===== src/rtl/pool_window_streamer_if.sv =====
// Pixel-in / window-out handshake bundle for the 2x2 pooling window streamer.
// The slave side is the streamer; the master side is the surrounding datapath.
interface pool_window_streamer_if #(
  parameter int DATA_WIDTH = 8
);
  logic [DATA_WIDTH-1:0] pix_in;
  logic                  pix_valid;
  logic                  pix_ready;
  logic [DATA_WIDTH-1:0] win_tl;
  logic [DATA_WIDTH-1:0] win_tr;
  logic [DATA_WIDTH-1:0] win_bl;
  logic [DATA_WIDTH-1:0] win_br;
  logic                  win_valid;
  logic                  win_ready;
  logic                  win_last;

  modport master (
    output pix_in, pix_valid, win_ready,
    input  pix_ready, win_tl, win_tr, win_bl, win_br, win_valid, win_last
  );

  modport slave (
    input  pix_in, pix_valid, win_ready,
    output pix_ready, win_tl, win_tr, win_bl, win_br, win_valid, win_last
  );
endinterface


===== src/rtl/pool_window_streamer.sv =====
// Streaming 2x2 stride-2 window generator. Buffers one even row, holds the
// odd-row left pixel, and loads a single-entry window register when the
// bottom-right pixel of a window arrives.
module pool_window_streamer #(
  parameter int DATA_WIDTH = 8,
  parameter int IMG_WIDTH  = 8,
  parameter int IMG_HEIGHT = 8
) (
  input  logic                   clk,
  input  logic                   rst,
  pool_window_streamer_if.slave  bus
);
  localparam int COL_W = (IMG_WIDTH  > 1) ? $clog2(IMG_WIDTH)  : 1;
  localparam int ROW_W = (IMG_HEIGHT > 1) ? $clog2(IMG_HEIGHT) : 1;
  localparam logic [COL_W-1:0] COL_LAST = COL_W'(IMG_WIDTH - 1);
  localparam logic [ROW_W-1:0] ROW_LAST = ROW_W'(IMG_HEIGHT - 1);

  logic [COL_W-1:0]      col_reg, col_next;
  logic [ROW_W-1:0]      row_reg, row_next;
  logic [DATA_WIDTH-1:0] linebuf [IMG_WIDTH];
  logic [DATA_WIDTH-1:0] hold_bl_reg;
  logic [DATA_WIDTH-1:0] win_tl_reg, win_tr_reg, win_bl_reg, win_br_reg;
  logic                  win_valid_reg, win_last_reg;

  logic                  pix_ready;
  logic                  pix_fire;
  logic                  odd_row, odd_col;
  logic                  win_load;
  logic [COL_W-1:0]      col_left;

  // Any pending window must be able to leave before another pixel is taken,
  // so a full window register stalls every pixel, not just completing ones.
  assign pix_ready = !rst && (!win_valid_reg || bus.win_ready);
  assign pix_fire  = bus.pix_valid && pix_ready;
  assign odd_row   = row_reg[0];
  assign odd_col   = col_reg[0];
  assign win_load  = pix_fire && odd_row && odd_col;
  // col is odd when a window completes, so the left column is simply col-1.
  assign col_left  = col_reg - COL_W'(1);

  // Raster position advance: column wraps into the next row, frame wraps to (0,0).
  always_comb begin
    col_next = col_reg;
    row_next = row_reg;
    if (pix_fire) begin
      if (col_reg == COL_LAST) begin
        col_next = '0;
        row_next = (row_reg == ROW_LAST) ? '0 : row_reg + ROW_W'(1);
      end else begin
        col_next = col_reg + COL_W'(1);
      end
    end
  end

  // Position registers.
  always_ff @(posedge clk) begin
    if (rst) begin
      col_reg <= '0;
      row_reg <= '0;
    end else begin
      col_reg <= col_next;
      row_reg <= row_next;
    end
  end

  // Even rows fill the line buffer; it is never cleared because every entry
  // is rewritten on the even row before the odd row reads it.
  always_ff @(posedge clk) begin
    if (pix_fire && !odd_row) begin
      linebuf[col_reg] <= bus.pix_in;
    end
  end

  // Odd row, even column: keep the bottom-left pixel until its partner arrives.
  always_ff @(posedge clk) begin
    if (rst) begin
      hold_bl_reg <= '0;
    end else if (pix_fire && odd_row && !odd_col) begin
      hold_bl_reg <= bus.pix_in;
    end
  end

  // Single-entry window register; a new load wins over a same-edge drain.
  always_ff @(posedge clk) begin
    if (rst) begin
      win_tl_reg    <= '0;
      win_tr_reg    <= '0;
      win_bl_reg    <= '0;
      win_br_reg    <= '0;
      win_valid_reg <= 1'b0;
      win_last_reg  <= 1'b0;
    end else if (win_load) begin
      win_tl_reg    <= linebuf[col_left];
      win_tr_reg    <= linebuf[col_reg];
      win_bl_reg    <= hold_bl_reg;
      win_br_reg    <= bus.pix_in;
      win_valid_reg <= 1'b1;
      win_last_reg  <= (col_reg == COL_LAST) && (row_reg == ROW_LAST);
    end else if (bus.win_ready) begin
      win_valid_reg <= 1'b0;
    end
  end

  assign bus.pix_ready = pix_ready;
  assign bus.win_tl    = win_tl_reg;
  assign bus.win_tr    = win_tr_reg;
  assign bus.win_bl    = win_bl_reg;
  assign bus.win_br    = win_br_reg;
  assign bus.win_valid = win_valid_reg;
  assign bus.win_last  = win_last_reg;
endmodule


===== src/flat_wrapper.sv =====
// flat-port wrapper written by rule: the top's interface ports become plain ports
module pool_window_streamer_flat 
#(
  parameter int DATA_WIDTH = 8,
  parameter int IMG_WIDTH  = 8,
  parameter int IMG_HEIGHT = 8
)
  (clk, rst, bus_pix_in, bus_pix_valid, bus_win_ready, bus_pix_ready, bus_win_tl, bus_win_tr, bus_win_bl, bus_win_br, bus_win_valid, bus_win_last);
  pool_window_streamer_if #(.DATA_WIDTH(DATA_WIDTH)) bus_i ();
  input  logic clk;
  input  logic rst;
  input wire logic [$bits(bus_i.pix_in)-1:0] bus_pix_in;
  input wire logic [$bits(bus_i.pix_valid)-1:0] bus_pix_valid;
  input wire logic [$bits(bus_i.win_ready)-1:0] bus_win_ready;
  output wire logic [$bits(bus_i.pix_ready)-1:0] bus_pix_ready;
  output wire logic [$bits(bus_i.win_tl)-1:0] bus_win_tl;
  output wire logic [$bits(bus_i.win_tr)-1:0] bus_win_tr;
  output wire logic [$bits(bus_i.win_bl)-1:0] bus_win_bl;
  output wire logic [$bits(bus_i.win_br)-1:0] bus_win_br;
  output wire logic [$bits(bus_i.win_valid)-1:0] bus_win_valid;
  output wire logic [$bits(bus_i.win_last)-1:0] bus_win_last;
  assign bus_i.pix_in = bus_pix_in;
  assign bus_i.pix_valid = bus_pix_valid;
  assign bus_i.win_ready = bus_win_ready;
  assign bus_pix_ready = bus_i.pix_ready;
  assign bus_win_tl = bus_i.win_tl;
  assign bus_win_tr = bus_i.win_tr;
  assign bus_win_bl = bus_i.win_bl;
  assign bus_win_br = bus_i.win_br;
  assign bus_win_valid = bus_i.win_valid;
  assign bus_win_last = bus_i.win_last;
  pool_window_streamer #(.DATA_WIDTH(DATA_WIDTH), .IMG_WIDTH(IMG_WIDTH), .IMG_HEIGHT(IMG_HEIGHT)) u_core (.clk(clk), .rst(rst), .bus(bus_i));
endmodule

===== config.mk =====
export PLATFORM = sky130hd
export DESIGN_NAME = pool_window_streamer_flat
export DESIGN_NICKNAME = d
export VERILOG_FILES = /design/src/rtl/pool_window_streamer_if.sv /design/src/rtl/pool_window_streamer.sv /design/src/flat_wrapper.sv
export SDC_FILE = /design/constraint.sdc
export NUM_CORES = 1
export LEC_CHECK = 0
export CELL_PAD_IN_SITES_DETAIL_PLACEMENT = 0
export CELL_PAD_IN_SITES_GLOBAL_PLACEMENT = 1
export CORE_MARGIN = 1.5
export CORE_UTILIZATION = 30
export DETAILED_ROUTE_END_ITERATION = 8
export GPL_TIMING_DRIVEN = 0
export PLACE_DENSITY = 0.56
export SETUP_SLACK_MARGIN = 0.2
export SLEW_MARGIN = 20
export SYNTH_ARGS = -nofsm -noshare
export SYNTH_HDL_FRONTEND = slang
export SYNTH_SLANG_ARGS = --single-unit

===== constraint.sdc =====
create_clock -name clk -period 3.54 [get_ports clk]
set_input_delay 1.062 -clock clk [delete_from_list [all_inputs] [get_ports clk]]
set_output_delay 1.062 -clock clk [all_outputs]
set_load 0.02 [all_outputs]

After elaboration in Yosys (flattened, before gate mapping):

Memory sizes are Yosys's and may differ from the RTL's. A register that Yosys moved wholly into a read port is not among the register bits.
Index checks and enable logic that the tools add are counted.

* add/subtract/negate cells: 3
* equality and inequality tests: 2
* muxes and demuxes: 6
* reductions and logical operators: 14

Operators with widths (number)
* 1-bit logical AND: 7
* 3-bit by 1-bit adder with 3-bit output, second input constant: 2
* 3-bit == test, second input constant: 2
* 3-bit 2-to-1 mux: 2
* 1-bit logical NOT: 4
* 1-bit 2-to-1 mux: 4
* 3-bit by 1-bit subtractor with 3-bit output, second input constant: 1
* 2-bit AND reduction: 1
* 2-bit nonzero test: 1
* 1-bit logical OR: 1

* bits in registers: 32
* bits in writable memories: 64
* output and inout bits: 35
* logic and storage cells: 33
* memories kept: 1

Memories
* u_core.linebuf: words 8, bits a word 8, rd ports 2, clocked after memory_dff 2, wr ports 1, RTL line pool_window_streamer.sv:20 `logic [DATA_WIDTH-1:0] linebuf [IMG_WIDTH];`

Depth between registers and ports, before layout:

Gate-level depths: netlist of run 1.

* word-level depth: 7
* depth in mapped cells: 7
* depth with buffers taken out: 5

Worst setup path before layout of run 1:

Ideal clock, no wire load.

* path type: input to output
* start point: input port rst
* end point: output port bus_pix_ready
* arrival time: 1.766 ns
* data required time: 2.478 ns
* slack: 0.712 ns
* stages on the path: 3
* path buffers: 2
* cell sequence: clkbuf_1 > clkbuf_1 > nor2_1

* cells in the longest elaborated chain, start to end: 2

RTL lines
* start: declaration: RTL line flat_wrapper.sv:11 `input logic rst;`
* 1-bit logical NOT: RTL line pool_window_streamer.sv:33 `assign pix_ready = !rst && (!win_valid_reg || bus.win_ready);`
* 1-bit logical AND: RTL line pool_window_streamer.sv:33
* end: declaration: RTL line flat_wrapper.sv:15 `output wire logic [$bits(bus_i.pix_ready)-1:0] bus_pix_ready;`

No other way between the ends.

Worst setup path in the final report of run 1:

* start point: input port bus_win_ready
* end point: output port bus_pix_ready

* cells in the longest elaborated chain, start to end: 2

RTL lines
* start: declaration: RTL line flat_wrapper.sv:14 `input wire logic [$bits(bus_i.win_ready)-1:0] bus_win_ready;`
* 1-bit logical OR: RTL line pool_window_streamer.sv:33
* 1-bit logical AND: RTL line pool_window_streamer.sv:33

No other way between the ends.

==> results of run 1 <==
==> through the flow <==
| step | setup WS, ps | hold WS (ps) | util (%) |
|---|---|---|---|
| floorplan | 712 | 442 | - |
| detailed placement | -780 | 462 | 35.8 |
| global placement | -788 | 463 | 35.7 |
| global route | 4.65 | 488 | 37.8 |
| CTS | 162 | 473 | 37.8 |
| finish | 167 | 470 | 37.8 |
==> power by group <==
| group | total, mW | switching, mW | internal [mW] |
|---|---|---|---|
| clock | 0.956 | 0.475 | 0.481 |
| combinational | 0.125 | 0.0756 | 0.0492 |
| sequential | 1.39 | 0.00391 | 1.38 |
| total | 2.47 | 0.554 | 1.91 |
==> layout make-up <==
| class | count | share of cell area, % |
|---|---|---|
| plain buffers | 29 | 2.78 |
| clock buffers | 10 | 4.13 |
| clock inverters | 6 | 0.835 |
| inverters | 5 | 0.339 |
| multi-input cells | 177 | 27.5 |
| flip-flops and latches | 112 | 52.0 |
| well taps | 184 | 4.15 |
| repair buffers | 46 | 8.26 |
==> layout by cell type (no fill, tap or decap), types with 5 or more instances in the layout <==
master / instances
clkdlybuf4s50_1: 44
nor2b_1: 18
dfxtp_1: 48
nor2_1: 8
edfxtp_1: 64
ha_1: 5
nand2_1: 5
o31ai_1: 27
clkbuf_16: 9
mux4_1: 12
nand2b_1: 5
a21oi_1: 29
mux2_1: 12
clkbuf_1: 16
buf_2: 8
nand4_1: 29
==> metal layers <==
layer,share of wire [%],GRT usage [%],vias up
met4,1.5,5.48,0
li1,-,-,1380
met5,0,0,-
met3,2.9,2.68,10
met2,50,23.8,45
met1,46,18.9,1496
==> tightest hold or removal path, delay by kind of cell, from the launching register on <==
| family | cells | cell delay [ps] |
|---|---|---|
| flops | 1 | 310 |
| compound gates | 2 | 120 |
==> final timing paths <==
kind / start / endpoint / depth (start not counted)
hold / removal: u_core.bus.win_bl[6] / u_core.bus.win_bl[6] / 2
setup reg to reg: u_core.col_reg[1] / u_core.bus.win_tl[0] / 7
hold reg to reg: u_core.bus.win_bl[6] / u_core.bus.win_bl[6] / 2
setup / recovery: bus_win_ready / bus_pix_ready / 5
==> logic make-up (layout without fill, tap and decap cells) <==
logic type,count (synthesis),after routing,share of synthesized area [%]
AO/OA/AOI/OAI,64,64,8.99
XOR/XNOR,1,1,0.607
adder cells (fa/ha/maj),5,5,1.38
buffers and inverters,34,96,3.28
flip-flops,112,112,63.5
multiplexers,31,31,12.4
AND/OR/NAND/NOR,76,76,9.79
==> timing repair <==
item,in CTS,in global routing
endpoints found under the setup margin,11,17
hold buffers,0,0
setup buffers,0,0
pin swaps,0,0
endpoints found under the hold margin,0,0
gates resized for setup,13,0
==> flow_summary.yaml, run 1 <==
timing:
  skew_ps: 8.71
  finalHoldViolCount: 0
  min_period_ps: 3370
  fmax_mhz: 296
  period_share_pct: 95.3
  slew_viol_final: 0
  tightest_slew_ps: 875
  relSlewSlack_pct: 41.5
  final.setup.tns_ps: 0
  rsz0062_at_grt: "yes"
  setup_viol: 0
layout:
  largest_reg_flops: 64
  design_area_mm2: 0.00554
  final_nets: 397
  drive_gt1_share_pct: 11.4
  register_area_mm2: 0.00288
  multiInputGateArea_mm2: 0.00152
  n_fill_cell: 1424
  n_antenna_cell: 0
  final_cells: 569
  syn_to_final_growth_pct: 22.1
  top_register: "u_core.linebuf"
synthesis:
  syn_inst: 323
  ys_ff_latch: 112
  ys_warn_count: 0
  synth-edff-count: 64
  synthTopCellsByArea: "edfxtp_1 (42%), dfxtp_1 (21%), mux4_1 (6.9%), o31ai_1 (4.5%), nand4_1 (4.0%)"
  yosysTopAreaCell: "edfxtp_1"
  seq_area_frac_synth_pct: 63.5
  synth.distinct_cells: 35
  synth_ff_type: "edfxtp_1"
  avgSynthCellArea_um2: 14.0
  post-synth-top-count-cell: "edfxtp_1"
  synth_top_area_share_pct: 42.4
  yosys-top-cells-count: "edfxtp_1 (64), dfxtp_1 (48), a21oi_1 (29), nand4_1 (29), o31ai_1 (27)"
  async_flop_share_pct: 0
  synth_nets: 340
  syn_area_mm2: 0.00454
clocking:
  cts.sinks: 112
  cts_buffer_depth: 2
  cts_root_buf: "clkbuf_16"
  numCtsBuffers: 9
  clkTransAtPathRegs_ps: 70
  cts_tree: "built"
  clock_latency_ps: 350
  htree_levels: 3
detailed_routing:
  wl_per_cell_um: 19.1
  antenna_left: 0
  drt_iter0_markers: 123
  dr.pass1.iters: 9
  vias: 2931
  vias_per_cell: 5.15
  drc: 1
  drt_wl_total_mm: 10.9
power_and_ir_drop:
  powerDensity_mw_per_mm2: 445
  power_leakage_nw: 1.80
  peakVddDrop_uv: 179
  totalPowerFinal_mw: 2.47
job:
  max_cap_viol_count: 0
setup_path:
  slowest_stage: "clkdlybuf4s50_1"
  crit_arrival_ps: 2310
  cp_top_family: "buffers and inverters"
  startpoint_type: "primary input"
  critical_path_required_ps: 2480
  crit_type: "primary input to primary output"
  cp_num_buf_inv: 3
  end_kind: "primary output"
  r2r_slack_ps: 1070
  cp_cell_sequence: "clkdlybuf4s50_1 > nor2b_2 > clkbuf_8 > nor2_1 > dlygate4sd2_1"
  critPathMaxStageDelay_ps: 440
  path_max_fanout: 10
die:
  die_h_um: 126
  die_area_mm2: 0.0159
  die_w_um: 126
  core_region_area_mm2: 0.0146
  num_rows: 44
  ios: 47
  floorplan.initialDensity_pct: 31.0
placed_design:
  place_inst: 553
  gp_routability_congestion: 0.734
  portBuffers: 46
  hpwl_mm: 7.63
  placed_area_mm2: 0.00524
outcome:
  failed_checks: "DRC"
  status: "complete, but fails checks"
global_routing:
  groute.usage.overall_pct: 14.4
  grt_max_degree: 19
  first_global_vias: 3026
  grt_overflow: 0
  grt_first_pass_wirelength_mm: 17.1
  antenna_found_initial: 0
min_path:
  hp-class: "flop to flop"
Note: power is estimated with default switching activity, not from simulation.
==> inputs of run 2 (changes only) <==
Settings changed: CORE_MARGIN 1.5 to not set.
==> flow_summary.yaml, run 2 (synthesis results as in run 1) <==
layout:
  register_area_mm2: 0.00288
  final_cell_mix: "edfxtp_1 (64), dfxtp_1 (48), clkdlybuf4s50_1 (44)"
  final_cells: 569
  final_nets: 397
  layout_commonest_cell: "edfxtp_1"
  drive_gt1_share_pct: 11.7
  multiInputGateArea_mm2: 0.00154
  post-route-util_pct: 38.2
  syn_to_final_growth_pct: 23.2
  top_register: "u_core.linebuf"
  largest_reg_flops: 64
  n_antenna_cell: 0
  n_fill_cell: 1418
die:
  core_region_area_mm2: 0.0146
  num_rows: 44
  die_h_um: 125
  die_area_mm2: 0.0156
  ios: 47
  die_w_um: 125
  floorplan.initialDensity_pct: 31.0
timing:
  finalHoldViolCount: 0
  skew_ps: 8.95
  slew_viol_final: 0
  min_period_ps: 3270
  layout_setup_ws_ps: 268
  setup_viol: 0
  tightest_slew_ps: 833
  period_share_pct: 92.4
  relSlewSlack_pct: 44.2
  rsz0062_at_grt: "yes"
  holdWs_ps: 471
  fmax_mhz: 306
clocking:
  clock_latency_ps: 350
  cts_tree: "built"
  cts_root_buf: "clkbuf_16"
  cts.sinks: 112
  cts_buffer_depth: 2
  post_cts_resized: 12
  cts_hold_buf: 0
  clkTransAtPathRegs_ps: 70
  htree_levels: 3
  cts_setup_buffers: 0
  numCtsBuffers: 9
placed_design:
  portBuffers: 46
  hpwl_mm: 7.63
  place_inst: 553
  gp_routability_congestion: 0.765
  pre_cts_ws_ps: -741
outcome:
  status: "complete, but fails checks"
  failed_checks: "DRC"
setup_path:
  slowest_stage: "nor2_2"
  critical_path_required_ps: 3530
  r2r-start: "u_core.col_reg[1]"
  startpoint_type: "primary input"
  crit_arrival_ps: 3260
  startpoint: "bus_win_ready"
  cp_num_buf_inv: 3
  critPathMaxStageDelay_ps: 570
  cp_cell_sequence: "clkdlybuf4s50_1 > nand2b_1 > buf_2 > clkbuf_1 > nand4_1 > nor2_2"
  path_max_fanout: 10
  end_kind: "flop"
  crit_type: "primary input to flop"
  cp_top_family: "buffers and inverters"
detailed_routing:
  wl_met1_mm: 5.00
  drc: 6
  vias_per_cell: 5.08
  drt_iter0_markers: 158
  vias: 2891
  wl_met3_um: 432
  wl_met2_mm: 5.27
  antenna_left: 0
  drt_wl_total_mm: 10.9
  dr.pass1.iters: 6
  wl_per_cell_um: 19.2
  dr.max_layer_used: "met4"
global_routing:
  grt_overflow: 0
  antenna_found_initial: 0
  grt_first_pass_wirelength_mm: 17.5
  grt_max_degree: 19
  groute.usage.overall_pct: 14.9
  first_global_vias: 2999
power_and_ir_drop:
  power_leakage_nw: 1.81
  powerDensity_mw_per_mm2: 465
  totalPowerFinal_mw: 2.60
  peakVddDrop_uv: 207
min_path:
  hp-class: "flop to flop"
  min_from: "u_core.bus.win_br[1]"
job:
  max_cap_viol_count: 0
## run 2: changes by cell type in the layout (fill, tap and decap cells not counted), sizes merged
cell and change:
clkinv -2, bufinv +2, clkbuf +2, clkinvlp -1
dlygate4sd2 -2, clkdlybuf4s15 +1
## run 2: report_power, final
group	switching (mW)	internal, mW
clock network	0.463	0.622
registers	0.00408	1.38
logic	0.0771	0.0492
## run 2: final timing paths
| check | to | slack, ps | depth (start not counted) |
|---|---|---|---|
| setup / recovery | u_core.linebuf[6][4] | 270 | 6 |
| hold / removal | u_core.bus.win_br[1] | 470 | 2 |
| setup reg to reg | u_core.bus.win_tl[2] | 1050 | 7 |
| hold reg to reg | u_core.bus.win_br[1] | 470 | 2 |
## run 2: routing by layer
metal | vias to the layer above | GRT usage (%)
li1 | 1377 | -
met1 | 1450 | 20.1
met2 | 51 | 24.0
met3 | 13 | 2.05
met4 | 0 | 6.67
met5 | - | 0
## run 2: area by class of cell
class / instances / share of cell area (%)
Buffer: 29 / 2.71
Clock buffer: 11 / 4.16
Clock inverter: 5 / 1.48
Inverter: 5 / 0.336
Multi-Input combinational cell: 177 / 27.5
Sequential cell: 112 / 51.6
Tap cell: 184 / 4.12
Timing Repair Buffer: 46 / 8.15
## run 2: worst reg2reg max path: stages (launching register included)
cell	delay, ps
dfxtp_1	340
buf_2	280
buf_4	250
inv_1	80
ha_1	260
buf_2	270
mux4_1	600
mux2_1	290
## run 2: stage by stage
| stage | instance area (um2) | setup TNS [ps] |
|---|---|---|
| after floorplan | 4540 | 0 |
| after global placement | 5230 | -11000 |
| after detailed placement | 5240 | -6240 |
| after CTS | 5580 | 0 |
| after global routing | 5590 | 0 |
| final | 5590 | 0 |
